==> src/rtl/rstctrl_phy_mc.sv <==
// rstctrl_phy_mc: per-channel PHY reset-completion detector, status qualifier and link-loss monitor.
// Latency: rst_done one edge after the last reset edge is sampled; stat_good STAT_HOLD edges after status is sampled high.
// Backpressure: none; pure monitor, outputs are registered levels plus a one-cycle link_drop pulse.
module rstctrl_phy_mc #(
  parameter int NUM_CH    = 4,
  parameter int STAT_HOLD = 16,
  parameter int TIMEOUT   = 1000000
) (
  input  logic              clk,
  input  logic              reset_,
  input  logic [NUM_CH-1:0] rst_rx,
  input  logic [NUM_CH-1:0] rst_tx,
  input  logic [NUM_CH-1:0] stat_rx,
  input  logic [NUM_CH-1:0] stat_tx,
  output logic [NUM_CH-1:0] rst_done,
  output logic [NUM_CH-1:0] stat_good,
  output logic [NUM_CH-1:0] link_drop,
  output logic [NUM_CH-1:0] timeout,
  output logic              rst_done_all,
  output logic              stat_good_all,
  output logic              any_timeout
);

  localparam int HW = $clog2(STAT_HOLD + 1);
  localparam int TW = $clog2(TIMEOUT + 1);
  localparam logic [HW-1:0] HOLD_LAST = HW'(STAT_HOLD - 1);
  localparam logic [TW-1:0] TMO_MAX   = TW'(TIMEOUT);

  typedef enum logic [1:0] {S_RST, S_QUAL, S_GOOD, S_LOST} state_t;

  for (genvar i = 0; i < NUM_CH; i++) begin : g_ch
    state_t        state_q;
    logic          rx_dly_q, tx_dly_q;
    logic          rx_r_q, rx_f_q, tx_f_q;
    logic          stat_q;
    logic [HW-1:0] hold_q;
    logic [TW-1:0] tmo_q;
    logic          rst_done_q, stat_good_q, link_drop_q, timeout_q;

    logic          rx_rise, rx_fall, tx_fall;
    logic          tmo_run;
    logic [TW-1:0] tmo_d;

    assign rx_rise = rst_rx[i] & ~rx_dly_q;
    assign rx_fall = ~rst_rx[i] & rx_dly_q;
    assign tx_fall = ~rst_tx[i] & tx_dly_q;
    // The timeout budget only covers bring-up; a lost link is not a bring-up failure.
    assign tmo_run = (state_q == S_RST) || (state_q == S_QUAL);
    assign tmo_d   = (tmo_q == TMO_MAX) ? tmo_q : tmo_q + 1'b1;

    // Edge-detect delay taps and the combined status sample the FSM qualifies on.
    always_ff @(posedge clk or negedge reset_) begin
      if (!reset_) begin
        rx_dly_q <= 1'b0;
        tx_dly_q <= 1'b0;
        stat_q   <= 1'b0;
      end else begin
        rx_dly_q <= rst_rx[i];
        tx_dly_q <= rst_tx[i];
        stat_q   <= stat_rx[i] & stat_tx[i];
      end
    end

    // Channel FSM: reset-edge collection, stability hold, link loss, timeout; re-arm overrides all.
    always_ff @(posedge clk or negedge reset_) begin
      if (!reset_) begin
        state_q     <= S_RST;
        rx_r_q      <= 1'b0;
        rx_f_q      <= 1'b0;
        tx_f_q      <= 1'b0;
        hold_q      <= '0;
        tmo_q       <= '0;
        rst_done_q  <= 1'b0;
        stat_good_q <= 1'b0;
        link_drop_q <= 1'b0;
        timeout_q   <= 1'b0;
      end else begin
        link_drop_q <= 1'b0;
        if (rx_rise) begin
          state_q     <= S_RST;
          rx_r_q      <= 1'b1;
          rx_f_q      <= 1'b0;
          tx_f_q      <= tx_fall;
          hold_q      <= '0;
          tmo_q       <= '0;
          timeout_q   <= 1'b0;
          rst_done_q  <= 1'b0;
          stat_good_q <= 1'b0;
        end else begin
          // An RX fall only counts once the matching rise has been seen.
          if (rx_fall && rx_r_q) rx_f_q <= 1'b1;
          if (tx_fall)           tx_f_q <= 1'b1;
          if (tmo_run) begin
            tmo_q <= tmo_d;
            if (tmo_d == TMO_MAX) timeout_q <= 1'b1;
          end
          case (state_q)
            S_RST: begin
              if (rx_r_q && rx_f_q && tx_f_q) begin
                state_q    <= S_QUAL;
                rst_done_q <= 1'b1;
                hold_q     <= '0;
              end
            end
            S_QUAL, S_LOST: begin
              if (!stat_q) begin
                hold_q <= '0;
              end else if (hold_q == HOLD_LAST) begin
                state_q     <= S_GOOD;
                stat_good_q <= 1'b1;
                hold_q      <= '0;
              end else begin
                hold_q <= hold_q + 1'b1;
              end
            end
            S_GOOD: begin
              if (!stat_q) begin
                state_q     <= S_LOST;
                stat_good_q <= 1'b0;
                link_drop_q <= 1'b1;
                hold_q      <= '0;
              end
            end
            default: state_q <= S_RST;
          endcase
        end
      end
    end

    assign rst_done[i]  = rst_done_q;
    assign stat_good[i] = stat_good_q;
    assign link_drop[i] = link_drop_q;
    assign timeout[i]   = timeout_q;
  end

  assign rst_done_all  = &rst_done;
  assign stat_good_all = &stat_good;
  assign any_timeout   = |timeout;

endmodule

==> config.mk <==
export PLATFORM = sky130hd
export DESIGN_NAME = rstctrl_phy_mc
export DESIGN_NICKNAME = d
export VERILOG_FILES = /design/src/rtl/rstctrl_phy_mc.sv
export SDC_FILE = /design/constraint.sdc
export NUM_CORES = 1
export LEC_CHECK = 0
export BUFFER_PORTS_ARGS = -buffer_cell sky130_fd_sc_hd__buf_2
export CORE_MARGIN = 10
export CORE_UTILIZATION = 55
export CTS_CLUSTER_SIZE = 25
export DETAILED_ROUTE_END_ITERATION = 16
export PLACE_DENSITY = 0.85
export REMOVE_ABC_BUFFERS = 1
export SYNTH_ARGS = -nofsm -noshare
export SYNTH_HDL_FRONTEND = slang
export SYNTH_SLANG_ARGS = --single-unit
==> constraint.sdc <==
create_clock -name clk -period 2.2 [get_ports clk]
set_input_delay 0.33 -clock clk [delete_from_list [all_inputs] [get_ports clk]]
set_output_delay 0.33 -clock clk [all_outputs]
set_load 0.01 [all_outputs]
== Yosys cells after proc, flatten, opt, wreduce, memory -nomap -nowiden ==
Cells that the tools add are included.

* Flip-flop bits (word level): 148
* Input port bits: 18
* Output and inout bits: 19
* Logic and storage cells: 335

* $add $sub $neg: 8
* Equality and inequality tests: 40
* Multiplexer cells: 132
* Bitwise gates (word level): 28
* Reductions and logical operators: 75

{| class="wikitable"
|+ Operators by type and width
! kind !! count
|-
| 20-bit two-way mux || 12
|-
| 20-bit equality test, second input constant || 8
|-
| 5-bit two-way mux || 20
|-
| 20-bit by 1-bit adder with 20-bit output, second input constant || 4
|-
| 1-bit two-way mux || 68
|-
| 5-bit case mux with 3 select lines || 4
|-
| 2-bit nonzero test || 24
|-
| 2-bit two-way mux || 20
|-
| 4-bit AND reduction || 10
|-
| 3-bit != test, second input constant || 12
|-
| 2-bit case mux with 3 select lines || 4
|-
| 2-bit AND reduction || 12
|-
| 5-bit by 1-bit adder with 5-bit output, second input constant || 4
|-
| 5-bit by 4-bit equality test with 1-bit output, second input constant || 4
|-
| 1-bit AND || 16
|-
| 2-bit equality test, second input constant || 8
|-
| 1-bit logical AND || 12
|-
| 3-bit by 2-bit != test with 1-bit output, second input constant || 4
|-
| 1-bit inverter || 12
|-
| 3-bit nonzero test || 4
|-
| 2-bit by 1-bit equality test with 1-bit output, second input constant || 4
|-
| 2-bit logical NOT || 4
|-
| 1-bit case mux with 2 select lines || 4
|-
| 2-bit OR reduction || 4
|-
| 2 further kinds || 5
|}

== Logic depth before layout (Yosys ltp) ==
Gate-level depths: netlist of the first run.

* Word-level depth: 6
* Gate-level depth with buffers: 8
* Mapped depth without buffers: 8

== Worst setup path before layout of the first run ==
Ideal clock, no wire load.

* Path type: reg2reg
* From: register g_ch[0].tmo_q[0]
* To: register g_ch[0].timeout_q
* Setup time: 104 ps
* Arrival time: 2037 ps
* Required time: 2096 ps
* Setup slack: 60 ps
* Stages on the path, launching flop included: 8
* Buffers on the path: 0
* Period minus slack after synthesis: 2140 ps
* Path through: dfrtp_1 ha_1 nand4_1 nor3_1 and3_1 o22ai_1 a2111o_1 o41ai_2

* Longest elaborated chain between the ends: 5
* Elaborated cells on any way between the ends: 6
* Those cells by class: 1 x add/sub; 2 x eq/ne; 1 x mux; 2 x reduce/logical

{| class="wikitable"
|+ RTL lines
! item !! RTL line !! source
|-
| from (decl) || 37 || <nowiki>logic [TW-1:0] tmo_q;</nowiki>
|-
| from (signal assigned) || 94 || <nowiki>tmo_q <= tmo_d;</nowiki>
|-
| 20-bit by 1-bit adder with 20-bit output or 20-bit equality test (tied branches) || 49 || <nowiki>assign tmo_d = (tmo_q == TMO_MAX) ? tmo_q : tmo_q + 1'b1;</nowiki>
|-
| 20-bit two-way mux * || 49 ||
|-
| 20-bit equality test * || 95 || <nowiki>if (tmo_d == TMO_MAX) timeout_q <= 1'b1;</nowiki>
|-
| 2-bit nonzero test (no line) * || n/a ||
|-
| 2-bit AND reduction (no line) * || n/a ||
|-
| to (signal assigned) || 76 || <nowiki>timeout_q <= 1'b0;</nowiki>
|-
| to (signal assigned) || 86 || <nowiki>timeout_q <= 1'b0;</nowiki>
|-
| to (signal assigned) || 95 ||
|-
| to (decl) || 38 || <nowiki>logic rst_done_q, stat_good_q, link_drop_q, timeout_q;</nowiki>
|}

Mark *: on every way between the ends. The rest lies on a longest branch, timed or not.
A chain may end at the register's enable or synchronous reset.

== Worst setup path in the final report of the first run ==
* From: register g_ch[0].tmo_q[2]
* To: register g_ch[0].timeout_q

Same word-level chain as after synthesis.

==> flow_summary.json, run 1 <==
{
  "track_usage_pct": 18.4,
  "finalClockSkew_ns": 0.00763,
  "floorplan_die_area_um2": 20100,
  "yosys.area_share.simple_pct": 28.8,
  "startpoint_type": "flip-flop",
  "die_y_um": 142,
  "area_growth_pct": 13.7,
  "finalSetupViolations": 0,
  "vdd_drop_max_mv": 0.577,
  "fp-row-count": 44,
  "place_worst_setup_slack_ns": 0.0628,
  "drc_errors": 0,
  "max_flop_register": "g_ch.tmo_q",
  "dominant_combinational_cell_family_by_area_after_synthesis": "simple AND/OR/NAND/NOR gates",
  "async_reset_ff_share_pct": 100,
  "synth_enable_flop_cells": 0,
  "final_nets": 994,
  "holdWs_ns": 0.0213,
  "global_route_total_overflow": 0,
  "yosys_warns": 0,
  "max_freq_mhz": 470,
  "number_of_antenna_violations_at_the_first_check_in_global_routing": 0,
  "synth_compound_area_share_pct": 8.77,
  "tightest_slew_ns": 0.684,
  "clock-sinks": 148,
  "outcome": "completed",
  "grt_start_max_net_pins": 56,
  "worst-setup-path-type": "reg -> reg",
  "final_area_um2": 9260,
  "yosys-top-cells-count": "148 x dfrtp_1, 147 x nor2_1, 75 x nand2_1, 50 x xor2_1, 49 x nor3_1",
  "unrepaired_setup_endpoints_after_global_routing": "true",
  "worst_ep_arrival_time_ns": 2.46,
  "cp.required_ns": 2.53,
  "final-instance-count-excl-fill": 1162,
  "synth_flop_type": "dfrtp_1",
  "final-max-slew-violation-count": 0,
  "synth_sequential_area_ratio_pct": 45.5,
  "cap_violations": 0,
  "setup_slack_ns": 0.0713,
  "synthXorXnorAreaFrac_pct": 9.35,
  "critical_path.max_fanout": 5,
  "post_route_cells_drive_above_1_share_pct": 14.3,
  "gp_routability_congestion": 0.914,
  "post-synth-top-count-cell": "dfrtp_1",
  "tritoncts": "built",
  "fill_cells": 1183,
  "post_synth_fa_ha_maj_area_fraction_pct": 1.84,
  "timing_hold_violations_final": 0,
  "final_period_minus_worst_setup_slack_ns": 2.13,
  "yosysTopAreaCell": "dfrtp_1",
  "layout_top_registers": "g_ch.tmo_q (80), g_ch.hold_q (20), g_ch.state_q (8)",
  "vias_per_cell": 5.75,
  "pin_count": 37,
  "synth.distinct_cells": 65,
  "detailedRoute.firstPassIterationCount": 5,
  "detailroute.via_count": 6679,
  "worst_skew_pair.late_latency_ns": 0.43,
  "synthDominantCellAreaShare_pct": 45.5,
  "clock-root-buffer": "clkbuf_16",
  "place_inst": 1126,
  "via_count_of_the_first_global_routing_pass": 6358,
  "dieWidth_um": 142,
  "routedWlPerCell_um": 15.5,
  "p_total_uw": 6880,
  "dr.first_iter.drc_count": 654,
  "route.antenna.remaining_nets": 0,
  "post-dp-hpwl_um": 12500,
  "largest_register_ff_count": 80,
  "cellLeakagePower_uw": 0.00405,
  "mappedNetlistArea_um2": 8150,
  "syn-mean-instance-area_um2": 8.87,
  "timing.critical_path.to_type": "flip-flop",
  "ys_seq_elements": 148,
  "hold_path.class": "in -> reg",
  "cts-htree-levels": 4,
  "clk_path_buf_depth": 2,
  "synth.top_cells.by_area": "dfrtp_1 45%, nor2_1 6.8%, xor2_1 5.4%",
  "placement.cell_area_um2": 8650,
  "core_um2": 14500,
  "slew_headroom_pct": 54.1,
  "cts_buffers": 17,
  "yosys-mux-area-fraction_pct": 0.983,
  "totalWireLength_um": 18000,
  "number_of_input_and_output_port_buffers_inserted": 36,
  "clkTransAtPathRegs_ns": 0.06,
  "post_synth_inst_count": 918,
  "initial_util_pct": 56.1,
  "layout_worst_path_cycle_share_pct": 96.8,
  "wire_length_of_the_first_global_routing_pass_um": 30600,
  "power-per-cell-area_nw_per_um2": 743
}
[layer usage]
metal	share of wire (%)	track usage, %	vias to the layer above
li1	-	-	3245
met3	4.9	4.61	16
met5	0	0	-
met1	45	23.9	3246
met2	49	29.9	172
met4	0.98	4.90	0
[where the power goes]
| group | total, µW | switching (µW) | internal (µW) |
|---|---|---|---|
| Clock | 2660 | 1100 | 1560 |
| Sequential | 3170 | 246 | 2920 |
| Combinational | 1060 | 603 | 454 |
| Total | 6880 | 1950 | 4930 |
[path summary, 6_finish.rpt]
check | start | endpoint | slack (ns) | cells after the start
min in group asynchronous | reset_ | g_ch[2].tmo_q[12] | 0.42 | 2
max in group asynchronous | reset_ | g_ch[1].tmo_q[10] | 1.11 | 3
setup reg to reg | g_ch[0].tmo_q[2] | g_ch[0].timeout_q | 0.07 | 6
hold reg to reg | g_ch[3].hold_q[4] | g_ch[3].hold_q[4] | 0.49 | 1
setup / recovery | g_ch[0].tmo_q[2] | g_ch[0].timeout_q | 0.07 | 6
hold / removal | rst_tx[2] | g_ch[2].tx_dly_q | 0.02 | 1
[final cells by class]
| cell class | instances | area [µm²] | area share (%) |
|---|---|---|---|
| sequential | 148 | 3710 | 40.0 |
| clock buffer | 25 | 495 | 5.35 |
| multi-input combinational | 685 | 4100 | 44.2 |
| clock inverter | 7 | 47.5 | 0.513 |
| timing repair buffer | 85 | 582 | 6.28 |
| antenna | 1 | 2.50 | 0.0270 |
| inverter | 27 | 101 | 1.09 |
| tap | 184 | 230 | 2.49 |
[timing repair]
item                                    in CTS  in global routing
gates resized for setup                      0                 11
hold buffers                                 1                  0
hold endpoints to repair                    52                  0
setup buffers                                0                  2
endpoints found under the setup margin       0                  7
[metrics by stage]
stage	setup TNS [ns]	utilization, %
floorplan	0	-
global placement	0	59.5
detailed placement	0	59.5
CTS	0	63.3
global route	-0.0240	63.7
finish	0	63.7
[worst max-delay path, stage by stage (launching register included)]
cell and delay, ns:
dfrtp_1 0.43, nor4b_2 0.27, nand4b_1 0.19, nor4_4 0.40, mux2i_1 0.13, a2111o_1 0.41, o41ai_2 0.20
[placed cells by master, fill, tap and decap left out, types with 8 or more instances in the layout]
cell type,synthesis,routed
dfrtp_1,148,145
xnor2_1,37,37
a21oi_1,30,30
nand4_1,24,24
nor3_1,49,48
or3_1,14,13
inv_1,27,26
o21ai_0,43,43
buf_4,17,46
nand2b_1,18,18
nor2b_1,11,8
and4_1,8,8
xor2_1,50,50
and2_1,8,8
clkbuf_16,0,17
nor2_1,147,146
ha_1,12,11
nand3_1,46,46
mux2i_1,8,8
nand2_1,75,75
buf_2,3,35
and3_1,10,10
a31oi_1,9,9
[logic make-up after synthesis]
kind of cell / count (synthesis)
AOI/OAI and AO/OA: 118
buffers and inverters: 85
adders and majority gates: 12
DFF: 148
muxes: 8
and+or+nand+nor: 460
xor gates and xnor gates: 87
Power figures use the tool's default switching activity.
==> inputs of run 2 (changes only) <==
--- a/config.mk
+++ b/config.mk
@@ -6,11 +6,12 @@
 export NUM_CORES = 1
 export LEC_CHECK = 0
 export BUFFER_PORTS_ARGS = -buffer_cell sky130_fd_sc_hd__buf_2
+export CORE_ASPECT_RATIO = 1.4
 export CORE_MARGIN = 10
-export CORE_UTILIZATION = 55
+export CORE_UTILIZATION = 56
 export CTS_CLUSTER_SIZE = 25
 export DETAILED_ROUTE_END_ITERATION = 16
-export PLACE_DENSITY = 0.85
+export PLACE_DENSITY = 0.86
 export REMOVE_ABC_BUFFERS = 1
 export SYNTH_ARGS = -nofsm -noshare
 export SYNTH_HDL_FRONTEND = slang
==> flow_summary.json, run 2 (synthesis gave the netlist of run 1 again) <==
{
  "cellLeakagePower_uw": 0.00407,
  "timing_hold_violations_final": 0,
  "largest_register_ff_count": 80,
  "mostFrequentLayoutCells": "146 x nor2_1, 144 x dfrtp_1, 74 x nand2_1",
  "finalClockSkew_ns": 0.00826,
  "worstPathCellList": "inv_1, ha_1, nand4bb_1, or3_1, nor4_4, mux2i_1, nor3_1, a31o_2",
  "placement.cell_area_um2": 8650,
  "critPathSlowestCell": "dfrtp_2",
  "final-max-slew-violation-count": 0,
  "switchingPower_uw": 2010,
  "fill_cells": 1110,
  "slowest_delay_ns": 0.44,
  "final_common_cell": "nor2_1",
  "gp_routability_congestion": 0.950,
  "vdd_drop_max_mv": 0.583,
  "diode_count": 0,
  "number_of_input_and_output_port_buffers_inserted": 36,
  "via_count_of_the_first_global_routing_pass": 6673,
  "number_of_antenna_violations_at_the_first_check_in_global_routing": 0,
  "pwr-share-seq_pct": 45.5,
  "max_freq_mhz": 473,
  "routedWlPerCell_um": 16.2,
  "internal-power_uw": 5010,
  "tightest_slew_ns": 0.544,
  "initial_util_pct": 56.7,
  "post-dp-hpwl_um": 13200,
  "route.antenna.remaining_nets": 0,
  "drc_errors": 0,
  "cts-htree-levels": 4,
  "critical_path.max_fanout": 5,
  "outcome": "completed",
  "cap_violations": 0,
  "power-per-cell-area_nw_per_um2": 755,
  "fp-row-count": 52,
  "clkTransAtPathRegs_ns": 0.06,
  "worst_ep_arrival_time_ns": 2.43,
  "finalSetupViolations": 0,
  "multiInputGateArea_um2": 4110,
  "floorplan_die_area_um2": 19800,
  "share_comb_of_total_power_pct": 15.6,
  "cts_buffers": 17,
  "dr.first_iter.drc_count": 753,
  "clk_path_buf_depth": 2,
  "grt_start_max_net_pins": 49,
  "slew_headroom_pct": 63.4,
  "holdWs_ns": 0.0359,
  "clock-root-buffer": "clkbuf_16",
  "vias_per_cell": 5.90,
  "layout_top_registers": "g_ch.tmo_q (80), g_ch.hold_q (20), g_ch.state_q (8)",
  "pwr-share-clk_pct": 38.9,
  "wire_length_of_the_first_global_routing_pass_um": 31600,
  "detailedRoute.firstPassIterationCount": 6,
  "global_route_total_overflow": 0,
  "max_flop_register": "g_ch.tmo_q",
  "detailroute.via_count": 6875,
  "core_um2": 14400,
  "area_growth_pct": 14.2,
  "post_route_cells_drive_above_1_share_pct": 14.9,
  "track_usage_pct": 19.5,
  "die_y_um": 163,
  "dieWidth_um": 122,
  "swShare_pct": 28.6,
  "hold_path.class": "in -> reg",
  "tritoncts": "built",
  "final_period_minus_worst_setup_slack_ns": 2.11,
  "timing.critical_path.to_type": "flip-flop",
  "final_nets": 996,
  "unrepaired_setup_endpoints_after_global_routing": "true",
  "layout_worst_path_cycle_share_pct": 96.1,
  "worst-setup-path-type": "reg -> reg",
  "worst_skew_pair.late_latency_ns": 0.42,
  "cp.required_ns": 2.51,
  "final_area_um2": 9310,
  "regArea_um2": 3710,
  "startpoint_type": "flip-flop",
  "pin_count": 37,
  "clock-sinks": 148,
  "totalWireLength_um": 18900
}
[run 2: critical path, delay by kind of cell (launching register included)]
family                     cells  cell delay [ns]
and+or+nand+nor                4             0.88
DFF                            1             0.44
AOI/OAI and AO/OA              1             0.23
muxes                          1             0.22
adders and majority gates      1             0.15
buffers and inverters          1             0.09
[run 2: worst paths after layout]
kind                                   startpoint           endpoint  slack, ns  cells after the start
min in group asynchronous                  reset_  g_ch[0].tmo_q[10]       0.41                      2
max in group asynchronous                  reset_   g_ch[0].tmo_q[0]       1.14                      3
worst min-delay path                    rst_tx[1]   g_ch[1].tx_dly_q       0.04                      1
worst max register to register   g_ch[3].tmo_q[0]  g_ch[3].timeout_q       0.09                      8
worst min register to register  g_ch[2].hold_q[4]  g_ch[2].hold_q[4]       0.50                      1
worst max-delay path             g_ch[3].tmo_q[0]  g_ch[3].timeout_q       0.09                      8
[run 2: layer usage]
metal	wire length, µm	global-route usage (%)	up-vias
met3	1080	4.48	60
met4	529	9.29	0
li1	-	-	3252
met1	7580	22.5	3308
met2	9740	33.3	255
met5	0	0	-
[run 2: final cells by class]
type	count	share of cell area, %
clock inverters	8	0.834
flip-flops and latches	148	39.8
well taps	189	2.54
inverters	27	1.09
clock buffers	22	5.10
multi-input cells	685	44.2
repair buffers	87	6.41
[run 2: through the flow]
stage	cells	TNS, ns	setup WS (ns)	util (%)	power, µW
2_1_floorplan	860	0	0.0602	-	3780
3_3_place_gp	1130	0	0.131	60.1	4190
3_5_place_dp	1130	0	0.0892	60.1	4230
4_1_cts	1161	0	0.0104	64.0	6970
5_1_grt	1166	-0.0490	-0.0490	64.7	7350
6_report	1166	0	0.0856	64.7	7020
[run 2: power by group through the flow]
stage               Clock (µW)  Sequential [µW]  Combinational, µW
global route              2900             3230               1220
global placement             0             3210                979
detailed placement           0             3220               1020
finish                    2730             3200               1100
floorplan                    0             3200                578
CTS                       2770             3170               1030
[run 2: timing repair]
action,in CTS,in global routing
gates resized for setup,0,18
hold buffers,1,0
setup endpoints to repair,0,8
endpoints found under the hold margin,45,0
buffers inserted,0,5
==> inputs of run 3 (changes only) <==
--- a/config.mk
+++ b/config.mk
@@ -11,6 +11,7 @@
 export CORE_UTILIZATION = 56
 export CTS_CLUSTER_SIZE = 25
 export DETAILED_ROUTE_END_ITERATION = 16
+export GPL_ROUTABILITY_DRIVEN = 0
 export PLACE_DENSITY = 0.86
 export REMOVE_ABC_BUFFERS = 1
 export SYNTH_ARGS = -nofsm -noshare
==> constraint.sdc (replaced) <==
create_clock -name clk -period 1.74 [get_ports clk]
set_input_delay 0.261 -clock clk [delete_from_list [all_inputs] [get_ports clk]]
set_output_delay 0.261 -clock clk [all_outputs]
set_load 0.01 [all_outputs]
==> flow_summary.json, run 3 (synthesis gave the netlist of run 1 again) <==
{
  "outcome": "finished, violations left",
  "failed_checks": "negative setup slack",
  "reg2reg_depth": 8,
  "timing.hold.worst_endpoint": "g_ch[2].stat_q",
  "fp-row-count": 52,
  "worst_hold_path.num_cells": 2,
  "tightest_slew_ns": 0.743,
  "final_nets": 1150,
  "dieWidth_um": 122,
  "route.antenna.remaining_nets": 0,
  "clk_path_buf_depth": 2,
  "cts_buffers": 17,
  "clkTransAtPathRegs_ns": 0.07,
  "regToRegSetupSlack_ns": -0.52,
  "via_count_of_the_first_global_routing_pass": 8406,
  "grt_start_max_net_pins": 44,
  "cap_violations": 0,
  "number_of_antenna_violations_at_the_first_check_in_global_routing": 0,
  "clock-root-buffer": "clkbuf_16",
  "clock-sinks": 148,
  "timing_hold_violations_final": 0,
  "cellLeakagePower_uw": 0.00496,
  "dr.first_iter.drc_count": 1169,
  "worst_ep_arrival_time_ns": 2.65,
  "vdd_drop_max_mv": 0.748,
  "final_common_cell": "buf_4",
  "finalSetupViolations": 37,
  "vias_per_cell": 6.59,
  "detailroute.via_count": 8716,
  "layout_top_registers": "g_ch.tmo_q (80), g_ch.hold_q (20), g_ch.state_q (8)",
  "finalClockSkew_ns": 0.00960,
  "cp.required_ns": 2.12,
  "hold_path.class": "in -> reg",
  "detailedRoute.firstPassIterationCount": 6,
  "routedWlPerCell_um": 22.8,
  "startpoint_type": "flip-flop",
  "timing.rr.end": "g_ch[3].timeout_q",
  "critical_path.max_fanout": 3,
  "mostFrequentLayoutCells": "170 x buf_4, 138 x dfrtp_1, 132 x nor2_1",
  "global_route_total_overflow": 0,
  "die_y_um": 163,
  "core_um2": 14400,
  "worst-setup-path-type": "reg -> reg",
  "place_inst": 1254,
  "pin_count": 37,
  "placement.cell_area_um2": 9590,
  "setup_slack_ns": -0.521,
  "power-per-cell-area_nw_per_um2": 908,
  "cts-htree-levels": 4,
  "initial_util_pct": 56.7,
  "max_freq_mhz": 442,
  "wire_length_of_the_first_global_routing_pass_um": 41400,
  "final_period_minus_worst_setup_slack_ns": 2.26,
  "fill_cells": 752,
  "floorplan_die_area_um2": 19800,
  "timing.hold.worst.start": "stat_tx[2]",
  "unrepaired_setup_endpoints_after_global_routing": "true",
  "final_area_um2": 11100,
  "diode_count": 0,
  "area_growth_pct": 36.7,
  "drc_errors": 0,
  "worst_skew_pair.late_latency_ns": 0.44,
  "number_of_input_and_output_port_buffers_inserted": 36,
  "final-instance-count-excl-fill": 1322,
  "slew_headroom_pct": 50.1,
  "tritoncts": "built",
  "rr_startpoint": "g_ch[3].tmo_q[1]",
  "post_route_cells_drive_above_1_share_pct": 33.5,
  "max_flop_register": "g_ch.tmo_q",
  "post-dp-hpwl_um": 14700,
  "holdWs_ns": 0.0265,
  "timing.critical_path.to_type": "flip-flop",
  "largest_register_ff_count": 80,
  "totalWireLength_um": 30100,
  "layout_worst_path_cycle_share_pct": 130,
  "track_usage_pct": 25.9,
  "final-max-slew-violation-count": 0
}
## run 3: cell count changes in the layout (fill, tap and decap cells not counted), sizes merged
cell	before	now
clkbuf	22	18
clkinvlp	2	4
buf	86	233
dlygate4sd3	1	8
inv	28	33
clkinv	4	3
## run 3: final cells by class
cell class,instances,area [µm²],area share [%]
multi-input cells,685,4620,41.5
flip-flops and latches,148,3720,33.4
repair buffers,241,1880,16.9
clock buffers,18,439,3.94
well taps,189,236,2.12
clock inverters,14,141,1.27
inverters,27,106,0.955
## run 3: timing repair
action	CTS	global route
hold buffers	8	0
pin swaps	41	48
setup endpoints to repair	35	61
buffers inserted	20	14
hold endpoints to repair	39	0
gates resized for setup	63	101
## run 3: where the power goes
group / internal (µW) / switching, µW / total (µW)
Clock: 2040 / 1650 / 3690
Sequential: 3700 / 390 / 4090
Combinational: 1070 / 1270 / 2340
Total: 6810 / 3310 / 10100
## run 3: worst max-delay path by stage
stage,endpoint,slack [ns],from
after floorplan,g_ch[0].timeout_q,-0.40,g_ch[0].tmo_q[0]
after global placement,g_ch[2].timeout_q,-0.26,g_ch[2].tmo_q[5]
after detailed placement,g_ch[2].timeout_q,-0.38,g_ch[2].tmo_q[5]
after CTS,g_ch[2].timeout_q,-0.36,g_ch[2].tmo_q[5]
after global routing,g_ch[2].timeout_q,-0.59,g_ch[2].tmo_q[0]
final,g_ch[3].timeout_q,-0.52,g_ch[3].tmo_q[1]
## run 3: worst max-delay path, stage by stage, from the launching register on
cell and delay (ns):
dfrtp_1 0.42, buf_4 0.16, nand3_1 0.16, buf_4 0.15, nor2_1 0.08, nor4b_1 0.40
o21ai_0 0.19, a2111oi_1 0.45, a31o_2 0.21
## run 3: routing by layer
metal  global-route usage [%]  up-vias  routed length, µm
met5                        0        -                  0
met4                     16.1        0               2640
met3                     6.97      282               2770
met2                     44.8      734              14800
met1                     27.1     4143               9880
li1                         -     3557                  -
## run 3: stage by stage
step / total power (µW) / TNS (ns) / utilization (%) / worst slack [ns]
2_1_floorplan: 4770 / -7.29 / - / -0.400
3_3_place_gp: 5630 / -2.75 / 66.7 / -0.259
3_5_place_dp: 5720 / -4.22 / 66.7 / -0.380
4_1_cts: 9570 / -3.49 / 73.9 / -0.362
5_1_grt: 10400 / -10.03 / 77.5 / -0.585
6_report: 10100 / -7.43 / 77.5 / -0.521
